[config.mk]
export PLATFORM = sky130hd
export DESIGN_NAME = dispatch_scheduler
export DESIGN_NICKNAME = d
export VERILOG_FILES = /design/src/rtl/dispatch_scheduler.sv
export SDC_FILE = /design/constraint.sdc
export NUM_CORES = 1
export LEC_CHECK = 0
export ABC_AREA = 0
export ABC_CLOCK_PERIOD_IN_PS = 2450
export CELL_PAD_IN_SITES_DETAIL_PLACEMENT = 0
export CELL_PAD_IN_SITES_GLOBAL_PLACEMENT = 1
export CORE_MARGIN = 3
export CORE_UTILIZATION = 36
export DETAILED_ROUTE_END_ITERATION = 10
export PLACE_DENSITY_LB_ADDON = 0.05
export RECOVER_POWER = 25
export SYNTH_ARGS = -nofsm -noshare
export SYNTH_HDL_FRONTEND = slang
export SYNTH_SLANG_ARGS = --single-unit
export TNS_END_PERCENT = 100
[constraint.sdc]
create_clock -name clk -period 2.45 [get_ports clk]
set_input_delay 0.49 -clock clk [delete_from_list [all_inputs] [get_ports clk]]
set_output_delay 0.49 -clock clk [all_outputs]
set_load 0.05 [all_outputs]
[src/rtl/dispatch_scheduler.sv]
// dispatch_scheduler: sequencer for the activation/weight dispatcher.
// Fills its ping-pong buffer from the upstream stream, issues reads
// toward the PE array, latches broadcast modes and counts done pulses.
// Optional macro SCHED_TIMEOUT_EN adds a DRAIN watchdog that sets error.
// Ports:
//   clk, rst                     clock, sync active-high reset
//   start, num_tiles, cfg_*      job start and per-job config
//   src_valid / src_ready        upstream word handshake
//   pe_ready                     PE array can take a dispatch
//   disp_wen, disp_*_write_addr  buffer write strobe and slot
//   disp_en, disp_*_read_addr    buffer read strobe and slot
//   disp_a_mode, disp_w_mode     latched broadcast modes
//   disp_done                    dispatcher done pulse per read
//   busy, done_all, tile_count   job status
//   error                        sticky watchdog error
module dispatch_scheduler #(
    parameter int ADDR_W      = 6,
    parameter int BUF_DEPTH   = 2,
    parameter int TILE_W      = 16,
    parameter int TIMEOUT_CYC = 1024
) (
    input  logic              clk,
    input  logic              rst,
    input  logic              start,
    input  logic [TILE_W-1:0] num_tiles,
    input  logic [1:0]        cfg_a_mode,
    input  logic [1:0]        cfg_w_mode,
    input  logic              src_valid,
    output logic              src_ready,
    input  logic              pe_ready,
    output logic              disp_wen,
    output logic [ADDR_W-1:0] disp_w_write_address,
    output logic [ADDR_W-1:0] disp_a_write_address,
    output logic              disp_en,
    output logic [ADDR_W-1:0] disp_w_read_address,
    output logic [ADDR_W-1:0] disp_a_read_address,
    output logic [1:0]        disp_a_mode,
    output logic [1:0]        disp_w_mode,
    input  logic              disp_done,
    output logic              busy,
    output logic              done_all,
    output logic [TILE_W-1:0] tile_count,
    output logic              error
);

    localparam int OCC_W = $clog2(BUF_DEPTH + 1);
    localparam logic [ADDR_W-1:0] LAST = ADDR_W'(BUF_DEPTH - 1);
    localparam logic [OCC_W-1:0]  FULL = OCC_W'(BUF_DEPTH);

    localparam logic [1:0] IDLE   = 2'd0;
    localparam logic [1:0] RUN    = 2'd1;
    localparam logic [1:0] DRAIN  = 2'd2;
    localparam logic [1:0] FINISH = 2'd3;

    logic [1:0]        state;
    logic [1:0]        state_nxt;
    logic [ADDR_W-1:0] wr_ptr;
    logic [ADDR_W-1:0] rd_ptr;
    logic [OCC_W-1:0]  occ;
    logic [TILE_W-1:0] num_q;
    logic [TILE_W-1:0] wr_cnt;
    logic [TILE_W-1:0] rd_cnt;
    logic [TILE_W-1:0] done_cnt;
    logic [1:0]        a_mode_q;
    logic [1:0]        w_mode_q;
    logic              in_run;
    logic              wr_ok;
    logic              rd_ok;
    logic              done_hit;
    logic              wd_hit;

    assign in_run = (state == RUN);
    assign wr_ok  = in_run && (occ < FULL) && (wr_cnt < num_q);
    // A write owns the cycle, so a read is only offered when no write fires.
    assign rd_ok  = in_run && (occ != '0) && pe_ready && !(src_valid && wr_ok);

    assign src_ready            = wr_ok;
    assign disp_wen             = src_valid && wr_ok;
    assign disp_w_write_address = wr_ptr;
    assign disp_a_write_address = wr_ptr;
    assign disp_en              = rd_ok;
    assign disp_w_read_address  = rd_ptr;
    assign disp_a_read_address  = rd_ptr;
    assign disp_a_mode          = a_mode_q;
    assign disp_w_mode          = w_mode_q;
    assign busy                 = (state != IDLE);
    assign done_all             = (state == FINISH);
    assign tile_count           = done_cnt;
    assign done_hit = disp_done && (in_run || state == DRAIN);

`ifdef SCHED_TIMEOUT_EN
    localparam int WD_W = $clog2(TIMEOUT_CYC + 1);
    logic [WD_W-1:0] wd_cnt;
    logic            err_q;

    // Counts DRAIN cycles since the last disp_done.
    assign wd_hit = (state == DRAIN) && !disp_done &&
                    (wd_cnt == WD_W'(TIMEOUT_CYC - 1));
    assign error  = err_q;

    always_ff @(posedge clk) begin
        if (rst) begin
            wd_cnt <= '0;
            err_q  <= 1'b0;
        end else begin
            if (state != DRAIN || disp_done)
                wd_cnt <= '0;
            else
                wd_cnt <= wd_cnt + 1'b1;
            if (wd_hit)
                err_q <= 1'b1;
        end
    end
`else
    assign wd_hit = 1'b0;
    assign error  = 1'b0;
`endif

    always_comb begin
        state_nxt = state;
        unique case (state)
            IDLE:
                if (start)
                    state_nxt = (num_tiles == '0) ? FINISH : RUN;
            RUN:
                if (rd_cnt == num_q)
                    state_nxt = DRAIN;
            DRAIN:
                if (done_cnt == num_q || wd_hit)
                    state_nxt = FINISH;
            default:
                state_nxt = IDLE;
        endcase
    end

    always_ff @(posedge clk) begin
        if (rst) begin
            state    <= IDLE;
            wr_ptr   <= '0;
            rd_ptr   <= '0;
            occ      <= '0;
            num_q    <= '0;
            wr_cnt   <= '0;
            rd_cnt   <= '0;
            done_cnt <= '0;
            a_mode_q <= '0;
            w_mode_q <= '0;
        end else begin
            state <= state_nxt;
            if (state == IDLE && start) begin
                num_q    <= num_tiles;
                a_mode_q <= cfg_a_mode;
                w_mode_q <= cfg_w_mode;
                wr_ptr   <= '0;
                rd_ptr   <= '0;
                occ      <= '0;
                wr_cnt   <= '0;
                rd_cnt   <= '0;
                done_cnt <= '0;
            end else begin
                if (disp_wen) begin
                    wr_ptr <= (wr_ptr == LAST) ? '0 : wr_ptr + 1'b1;
                    wr_cnt <= wr_cnt + 1'b1;
                    occ    <= occ + 1'b1;
                end
                // Slot is released at the edge where the dispatcher
                // captures its read data.
                if (disp_en) begin
                    rd_ptr <= (rd_ptr == LAST) ? '0 : rd_ptr + 1'b1;
                    rd_cnt <= rd_cnt + 1'b1;
                    occ    <= occ - 1'b1;
                end
                if (done_hit)
                    done_cnt <= done_cnt + 1'b1;
            end
        end
    end

endmodule

Yosys cells after proc, flatten, opt, wreduce, memory -nomap -nowiden
Cells that the tools add are included.
- bits in registers: 84
- input bits: 26
- output and inout bits: 50
- word-level logic and storage cells: 55
- reduce and logical (&&, ||, !) cells: 17
- equality and inequality tests: 10
- mux-type cells: 9
- $lt $le $gt $ge: 2
- add/subtract/negate cells: 7
- operators by type and width (cell ; count):
    16-bit by 1-bit adder with 16-bit output (second input constant) ; 3
    16-bit equality test ; 2
    16-bit zero test ; 1
    16-bit < comparator ; 1
    6-bit by 1-bit adder with 6-bit output (second input constant) ; 2
    6-bit by 1-bit equality test with 1-bit output (second input constant) ; 2
    2-bit 2-to-1 mux ; 6
    6-bit 2-to-1 mux ; 2
    1-bit logical AND ; 8
    2-bit case mux with 3 select lines ; 1
    2-bit nonzero test ; 3
    2-bit equality test (second input constant) ; 2
    2-bit by 1-bit inequality test with 1-bit output (second input constant) ; 2
    3-bit AND reduction ; 1
    2-bit by 1-bit adder with 2-bit output (second input constant) ; 1
    2-bit by 1-bit equality test with 1-bit output (second input constant) ; 1
    2-bit zero test ; 1
    2-bit < comparator (second input constant) ; 1
    2-bit inequality test (second input constant) ; 1
    2-bit OR reduction ; 1
    2-bit by 1-bit subtractor with 2-bit output (second input constant) ; 1
    1-bit zero test ; 1
    1-bit logical OR ; 1

Depth between registers and ports, before layout
Gate-level depths: netlist of run 1.
- depth in word-level cells: 7
- gate-level depth with buffers: 11
- gate-level depth less buffers: 9

Worst setup path after synthesis of run 1
Ideal clock, no wire load.
- path kind: reg2out
- start point: register num_q[15]
- end point: output port disp_en
- slack: -0.373 ns
- stages on the path, launching flop included: 10
- data required time: 1.960 ns
- arrival time: 2.333 ns
- path buffers: 1
- cell sequence: dfxtp_1 inv_1 ha_1 nand4_1 nor3_1 a31oi_4 nand3_4 inv_2 buf_2 nor2_1
- longest elaborated chain between the ends: 5
- RTL lines (what ; RTL line ; text):
    from (decl) ; 60 ; logic [TILE_W-1:0] num_q;
    from (signal assigned) ; 151 ; num_q <= num_tiles;
    16-bit < comparator ; 73 ; assign wr_ok = in_run && (occ < FULL) && (wr_cnt < num_q);
    1-bit logical AND ; 73 ;
    1-bit logical AND ; 75 ; assign rd_ok = in_run && (occ != '0) && pe_ready && !(src_valid && wr_ok);
    1-bit zero test ; 75 ;
    1-bit logical AND ; 75 ;
    to (decl) ; 34 ; output logic disp_en,
Every way passes these cells.

Worst setup path in the final report of run 1
- start point: register num_q[5]
- end point: output port disp_wen
- longest elaborated chain between the ends: 3
- RTL lines (what ; RTL line ; text):
    16-bit < comparator ; 73 ;
    1-bit logical AND ; 73 ;
    1-bit logical AND ; 78 ; assign disp_wen = src_valid && wr_ok;
    to (decl) ; 31 ; output logic disp_wen,
Every way passes these cells.

==> results of run 1 <==
[registers in the layout, indices dropped and copies added (netlist names)]
register,count
disp_a_mode,2
disp_a_read_address,6
disp_a_write_address,6
disp_w_mode,2
num_q,16
occ,2
rd_cnt,16
state,2
tile_count,16
wr_cnt,16
[routing by layer]
metal  track usage (%)  wire length, um
met1              26.0             6460
met2              30.6             6020
met4              7.01              253
met5                 0                0
met3              3.04              660
[worst max-delay path: cells and delay by family (launching register included)]
family,cells,cell delay (ns)
buffers and inverters,4,0.37
AO/OA/AOI/OAI,3,0.50
flip-flops,1,0.33
adder cells (fa/ha/maj),1,0.32
AND/OR/NAND/NOR,1,0.12
[logic make-up after synthesis]
logic type	after synthesis
flip-flops	84
buffers and inverters	66
other	1
multiplexers	2
XOR/XNOR	48
adder cells (fa/ha/maj)	27
AND/OR/NAND/NOR	239
AO/OA/AOI/OAI	115
[area by class of cell]
cell class                 count  share of cell area [%]
timing repair buffer         133                    18.8
multi-input combinational    432                    45.3
sequential                    84                    26.5
clock buffer                  13                    3.89
tap                          172                    3.35
inverter                      27                    1.65
clock inverter                 2                   0.545
[timing repair]
action	4_1_cts	5_1_grt
gates resized for setup	21	32
cloned	1	0
pin swaps	10	15
setup endpoints to repair	7	29
setup buffers	5	1
[metrics by stage]
stage          hold slack, ns  instances  instance area (um2)
6_report                0.453        863                 6430
5_1_grt                 0.500        863                 6430
4_1_cts                 0.456        863                 6320
3_5_place_dp            0.449        842                 5890
3_3_place_gp            0.441        842                 5890
2_1_floorplan           0.463        582                 4710
[Yosys cell counts, types with 2 or more instances]
cell | n | area share [%]
nand3b_1 | 2 | 0.32
mux2i_1 | 2 | 0.43
a41o_1 | 2 | 0.43
o21ai_0 | 18 | 1.9
a31o_2 | 2 | 0.37
o41ai_1 | 5 | 0.93
a31oi_1 | 4 | 0.53
nor3_1 | 4 | 0.43
a21oi_1 | 54 | 5.7
ha_1 | 27 | 7.2
nor4_1 | 6 | 0.80
and4_1 | 4 | 0.74
nand2b_1 | 5 | 0.66
nor4b_1 | 2 | 0.37
inv_1 | 26 | 2.1
and3_1 | 10 | 1.3
buf_1 | 2 | 0.16
o311ai_0 | 2 | 0.37
nand2_1 | 85 | 6.8
nand4_1 | 23 | 3.1
or3_1 | 13 | 1.7
nor2_1 | 38 | 3.0
xor2_1 | 11 | 2.0
nand3_1 | 14 | 1.5
dfxtp_1 | 84 | 36
buf_2 | 4 | 0.43
or2_2 | 3 | 0.40
o31ai_1 | 13 | 2.1
clkbuf_1 | 19 | 1.5
or4_1 | 21 | 3.3
xnor2_1 | 37 | 6.9
a221oi_1 | 2 | 0.37
buf_4 | 13 | 2.1
and2_1 | 5 | 0.66
o211ai_1 | 8 | 1.3
[where the power goes]
group          total (mW)  switching (mW)  internal [mW]
Combinational        1.69           0.983          0.705
Clock                1.36           0.546          0.812
Sequential           1.52          0.0594           1.46
[worst paths after layout]
check | from | end
worst max-delay path | num_q[5] | disp_wen
worst max register to register | num_q[11] | rd_cnt[8]
worst min register to register | disp_a_mode[0] | disp_a_mode[0]
worst min-delay path | disp_a_mode[0] | disp_a_mode[0]
==> flow_summary.toml, run 1 <==
[job]
cap_violations = 0

[final_layout]
diodes = 0
area_growth_pct = 36.5
drive_gt1_share_pct = 17.9
final_core_util_pct = 50.5
n_fill_cell = 1280
nNetsFinal = 740
multi_input_area_um2 = 2910
regArea_um2 = 1700
layout_commonest_cell = "nand2_1"
final_cell_mix = "nand2_1 (85), clkdlybuf4s50_1 (70), dfxtp_1 (68)"

[global_routing]
globalRoute.totalOverflow = 0
grt_pass1_vias = 4370
grt_usage_pct = 19.1
grt_max_degree = 31
grt_pass1_wl_um = 22100
antenna_found_initial = 0

[synthesis]
yosysSeqAreaShare_pct = 35.7
async_reset_ff_share_pct = 0
synth_xor_xnor_area_share_pct = 8.93
netlist_instances = 582
synthMuxAreaShare_pct = 0.425
synthAdderAreaFrac_pct = 7.17
synth_edf_count = 0
syn_area_um2 = 4710
synthSimpleGateAreaFrac_pct = 26.0
synth.distinct_cells = 47
synth_compound_area_share_pct = 15.1
syn_area_per_cell_um2 = 8.09
ys_seq_elements = 84
syn-num-nets = 635
yosysWarningCount = 0
synth_top_family_by_area = "simple AND/OR/NAND/NOR gates"
synthFlopType = "dfxtp_1"

[floorplanning]
fp.dieW_um = 120
core_area_um2 = 12700
die_area_um2 = 14500
start_util_pct = 37.0
die_h_um = 120
io_pins = 76
rows = 41

[critical_path]
path_cells = "inv_1 -> ha_1 -> a41oi_2 -> o21ai_2 -> a21boi_4 -> nand3_4 -> inv_6 -> buf_12 -> buf_12"
crit_slowest_cell = "dfxtp_2"
critPathCaptureType = "primary output"
critPathMaxStageDelay_ns = 0.33
path_common_cell = "buf_12"
arrival_ns = 2.00
cp-start-kind = "register"
cp.required_ns = 1.96
rrSetupSlack_ns = 0.05
path_max_fanout = 4
critPathKind = "register to primary output"
worstRegToRegCells = 12

[detailed_routing]
ant_nets = 0
drc = 0
drt_iter0_drc = 200
totalWireLength_um = 13400
drt-vias-per-instance = 5.17
wire_per_inst_um = 15.5
dr.pass1.iters = 4
routed-via-count = 4462

[sta]
worst_slew_pin_slew_ns = 0.859
fin_ws_ns = -0.0417
min_period_ns = 2.49
final_hold_viol_count = 0
relSlewSlack_pct = 42.7
min_period_over_period_pct = 102
drv_slew = 0
grt_setup_unrepaired = "true"
setup_viol = 3
setup_tns_ns = -0.0604
fin_skew_ns = 0.00467
fmax_mhz = 401

[power_and_ir_drop]
power_density_nw_per_um2 = 710
total_leakage_power_nw = 2.27
power_mw = 4.57
ir_drop_mv = 0.436

[clocking]
hold_buffers = 0
clk_pin_slew_ns = 0.06
cts_inserted_buffers = 9
cts_tree = "yes"
htreeDepth = 3
numClockSinks = 84
clock_tree.root_cell = "clkbuf_16"
clk_latency_ns = 0.34
clk_path_buf_depth = 2

[placement]
io_buffers = 74
routabilityCongestion = 0.878
hpwlAfterDp_um = 9940
dpl_worst_slack_ns = -0.0948

[min_path]
holdCritPathClass = "register to register"
holdPathStages = 2

[status]
violations = "setup timing"
status = "finished, violations left"
(Power assumes the default switching activity.)
==> run 2: changes to the inputs <==
- CAP_MARGIN: not set -> 20
- PLACE_DENSITY: not set -> 0.73
- PLACE_DENSITY_LB_ADDON: 0.05 -> not set
==> run 2 against run 1 <==
Against the previous run: the run still ends with setup timing left; maximum frequency shrank 0.20%; sequential power about the same; clock power hardly changed; die area stayed put; cell count decreased by 0.58%; core utilization barely moved; critical path depth is 3 lower; clock skew grew 0.0011 ns; final area about the same; non-clock buffer count decreased by 6; routed wire length increased by 0.13%; critical endpoint is now src_ready; largest cell class unchanged; highest routed layer unchanged.
==> flow_summary.toml, run 2 (synthesis gave the netlist of run 1 again) <==
[final_layout]
stdcell_area_um2 = 6420
final_cell_mix = "nand2_1 (85), clkdlybuf4s50_1 (70), dfxtp_1 (66)"
layout_commonest_cell = "nand2_1"
drive_gt1_share_pct = 18.8
area_growth_pct = 36.3
nNetsFinal = 734
diodes = 0
stdcell_count = 858

[sta]
min_period_ns = 2.50
setup_tns_ns = -0.0780
fmax_mhz = 401
fin_skew_ns = 0.00574
grt_setup_unrepaired = "true"
worst_slew_pin_slew_ns = 0.931
min_period_over_period_pct = 102
setup_viol = 2
final_hold_viol_count = 0
fin_ws_ns = -0.0466
drv_slew = 0
relSlewSlack_pct = 37.7

[job]
cap_violations = 0

[clocking]
numClockSinks = 84
clk_path_buf_depth = 2
cts_tree = "yes"
clk_pin_slew_ns = 0.06
cts_inserted_buffers = 9
hold_buffers = 0
htreeDepth = 3
clock_tree.root_cell = "clkbuf_16"
clk_latency_ns = 0.34

[global_routing]
globalRoute.totalOverflow = 0
grt_usage_pct = 19.1
grt_pass1_vias = 4474
antenna_found_initial = 0
grt_pass1_wl_um = 22400
grt_max_degree = 29

[power_and_ir_drop]
power_density_nw_per_um2 = 706
total_leakage_power_nw = 2.25
ir_drop_mv = 0.582

[critical_path]
crit_buf_inv = 2
path_max_fanout = 2
cp.required_ns = 1.96
crit_slowest_cell = "a2111o_1"
path_cells = "ha_4 -> a2111o_1 -> a31oi_4 -> buf_6 -> and3_4 -> buf_12"
cp-start-kind = "register"
critPathKind = "register to primary output"
critPathTopFamily = "compound AO/OA/AOI/OAI gates"
critPathCaptureType = "primary output"
critPathMaxStageDelay_ns = 0.42
arrival_ns = 2.01
rrSetupSlack_ns = 0.08

[detailed_routing]
ant_nets = 0
wire_per_inst_um = 15.6
routed-via-count = 4504
dr.pass1.iters = 4
drc = 0
totalWireLength_um = 13400
drt_iter0_drc = 241
drt-vias-per-instance = 5.25

[min_path]
holdCritPathClass = "register to register"

[placement]
hpwlAfterDp_um = 9870
routabilityCongestion = 0.875
io_buffers = 74
place_inst = 836
placed_area_um2 = 5840

[floorplanning]
core_area_um2 = 12700
fp.dieW_um = 120
start_util_pct = 37.0
rows = 41
io_pins = 76
die_area_um2 = 14500
die_h_um = 120

[status]
status = "finished, violations left"
violations = "setup timing"
==> run 2: cell types whose count changed in the layout (fill, tap and decap cells not counted), moves of 2 or more <==
| cell | previous run | this run |
|---|---|---|
| o21ai_1 | 3 | 1 |
| dfxtp_1 | 68 | 66 |
| buf_4 | 54 | 48 |
| o21ai_0 | 15 | 17 |
| ha_1 | 20 | 17 |
| inv_1 | 24 | 18 |
| inv_2 | 2 | 8 |
| buf_6 | 1 | 4 |
| ha_4 | 7 | 10 |
| nor2_1 | 35 | 37 |
==> run 2: routing by layer <==
metal  vias up  global-route usage [%]  wire length, um
met1      2088                    25.6             6430
met4         0                    8.14              305
met5         -                       0                0
li1       2260                       -                -
met2       129                    30.0             5970
met3        27                    3.65              711
==> run 2: area by class of cell <==
| type | instances | area [um2] |
|---|---|---|
| Multi-Input combinational cell | 432 | 2930 |
| Tap cell | 172 | 215 |
| Clock inverter | 1 | 30.0 |
| Clock buffer | 15 | 268 |
| Fill cell | 1256 | 6300 |
| Sequential cell | 84 | 1710 |
| Timing Repair Buffer | 127 | 1170 |
| Inverter | 27 | 104 |
==> run 2: repair_timing <==
| item | CTS | global route |
|---|---|---|
| pin swaps | 7 | 14 |
| buffers inserted | 5 | 2 |
| gates resized for setup | 15 | 47 |
| endpoints found under the setup margin | 3 | 24 |
==> run 2: path summary, 6_finish.rpt <==
| kind | start | endpoint | cells after the start |
|---|---|---|---|
| min reg2reg | disp_a_mode[1] | disp_a_mode[1] | 2 |
| min | disp_a_mode[1] | disp_a_mode[1] | 2 |
| max | wr_cnt[1] | src_ready | 6 |
| max reg2reg | num_q[6] | disp_a_read_address[5] | 11 |
==> run 2: through the flow <==
step	hold slack (ns)	power (mW)	utilization [%]	worst slack, ns
after floorplan	0.463	2.49	-	-0.139
after global placement	0.444	3.04	45.9	0.0719
after detailed placement	0.451	3.07	45.9	0.0259
after CTS	0.461	4.52	49.0	-0.123
after global routing	0.471	4.79	50.5	-0.112
final	0.457	4.53	50.5	-0.0466
==> run 2: report_power, final <==
part	switching (mW)	total, mW	internal, mW
Combinational	0.956	1.62	0.664
Clock	0.538	1.39	0.848
Sequential	0.0652	1.53	1.46
Total	1.56	4.53	2.97
==> run 2: worst reg2reg max path, cell delays in order (launching register included) <==
cell,delay [ns]
dfxtp_2,0.33
inv_2,0.05
ha_4,0.27
nand4_1,0.13
nor3_2,0.27
a31oi_4,0.14
nand3_4,0.12
inv_4,0.05
buf_6,0.12
buf_4,0.15
o311ai_0,0.47
o41ai_2,0.16
==> run 3: changes to the inputs <==
- SLEW_MARGIN: not set -> 20
==> results of run 3 <==
Same layout as run 2: the final DEF is identical, and so are final timing and power.
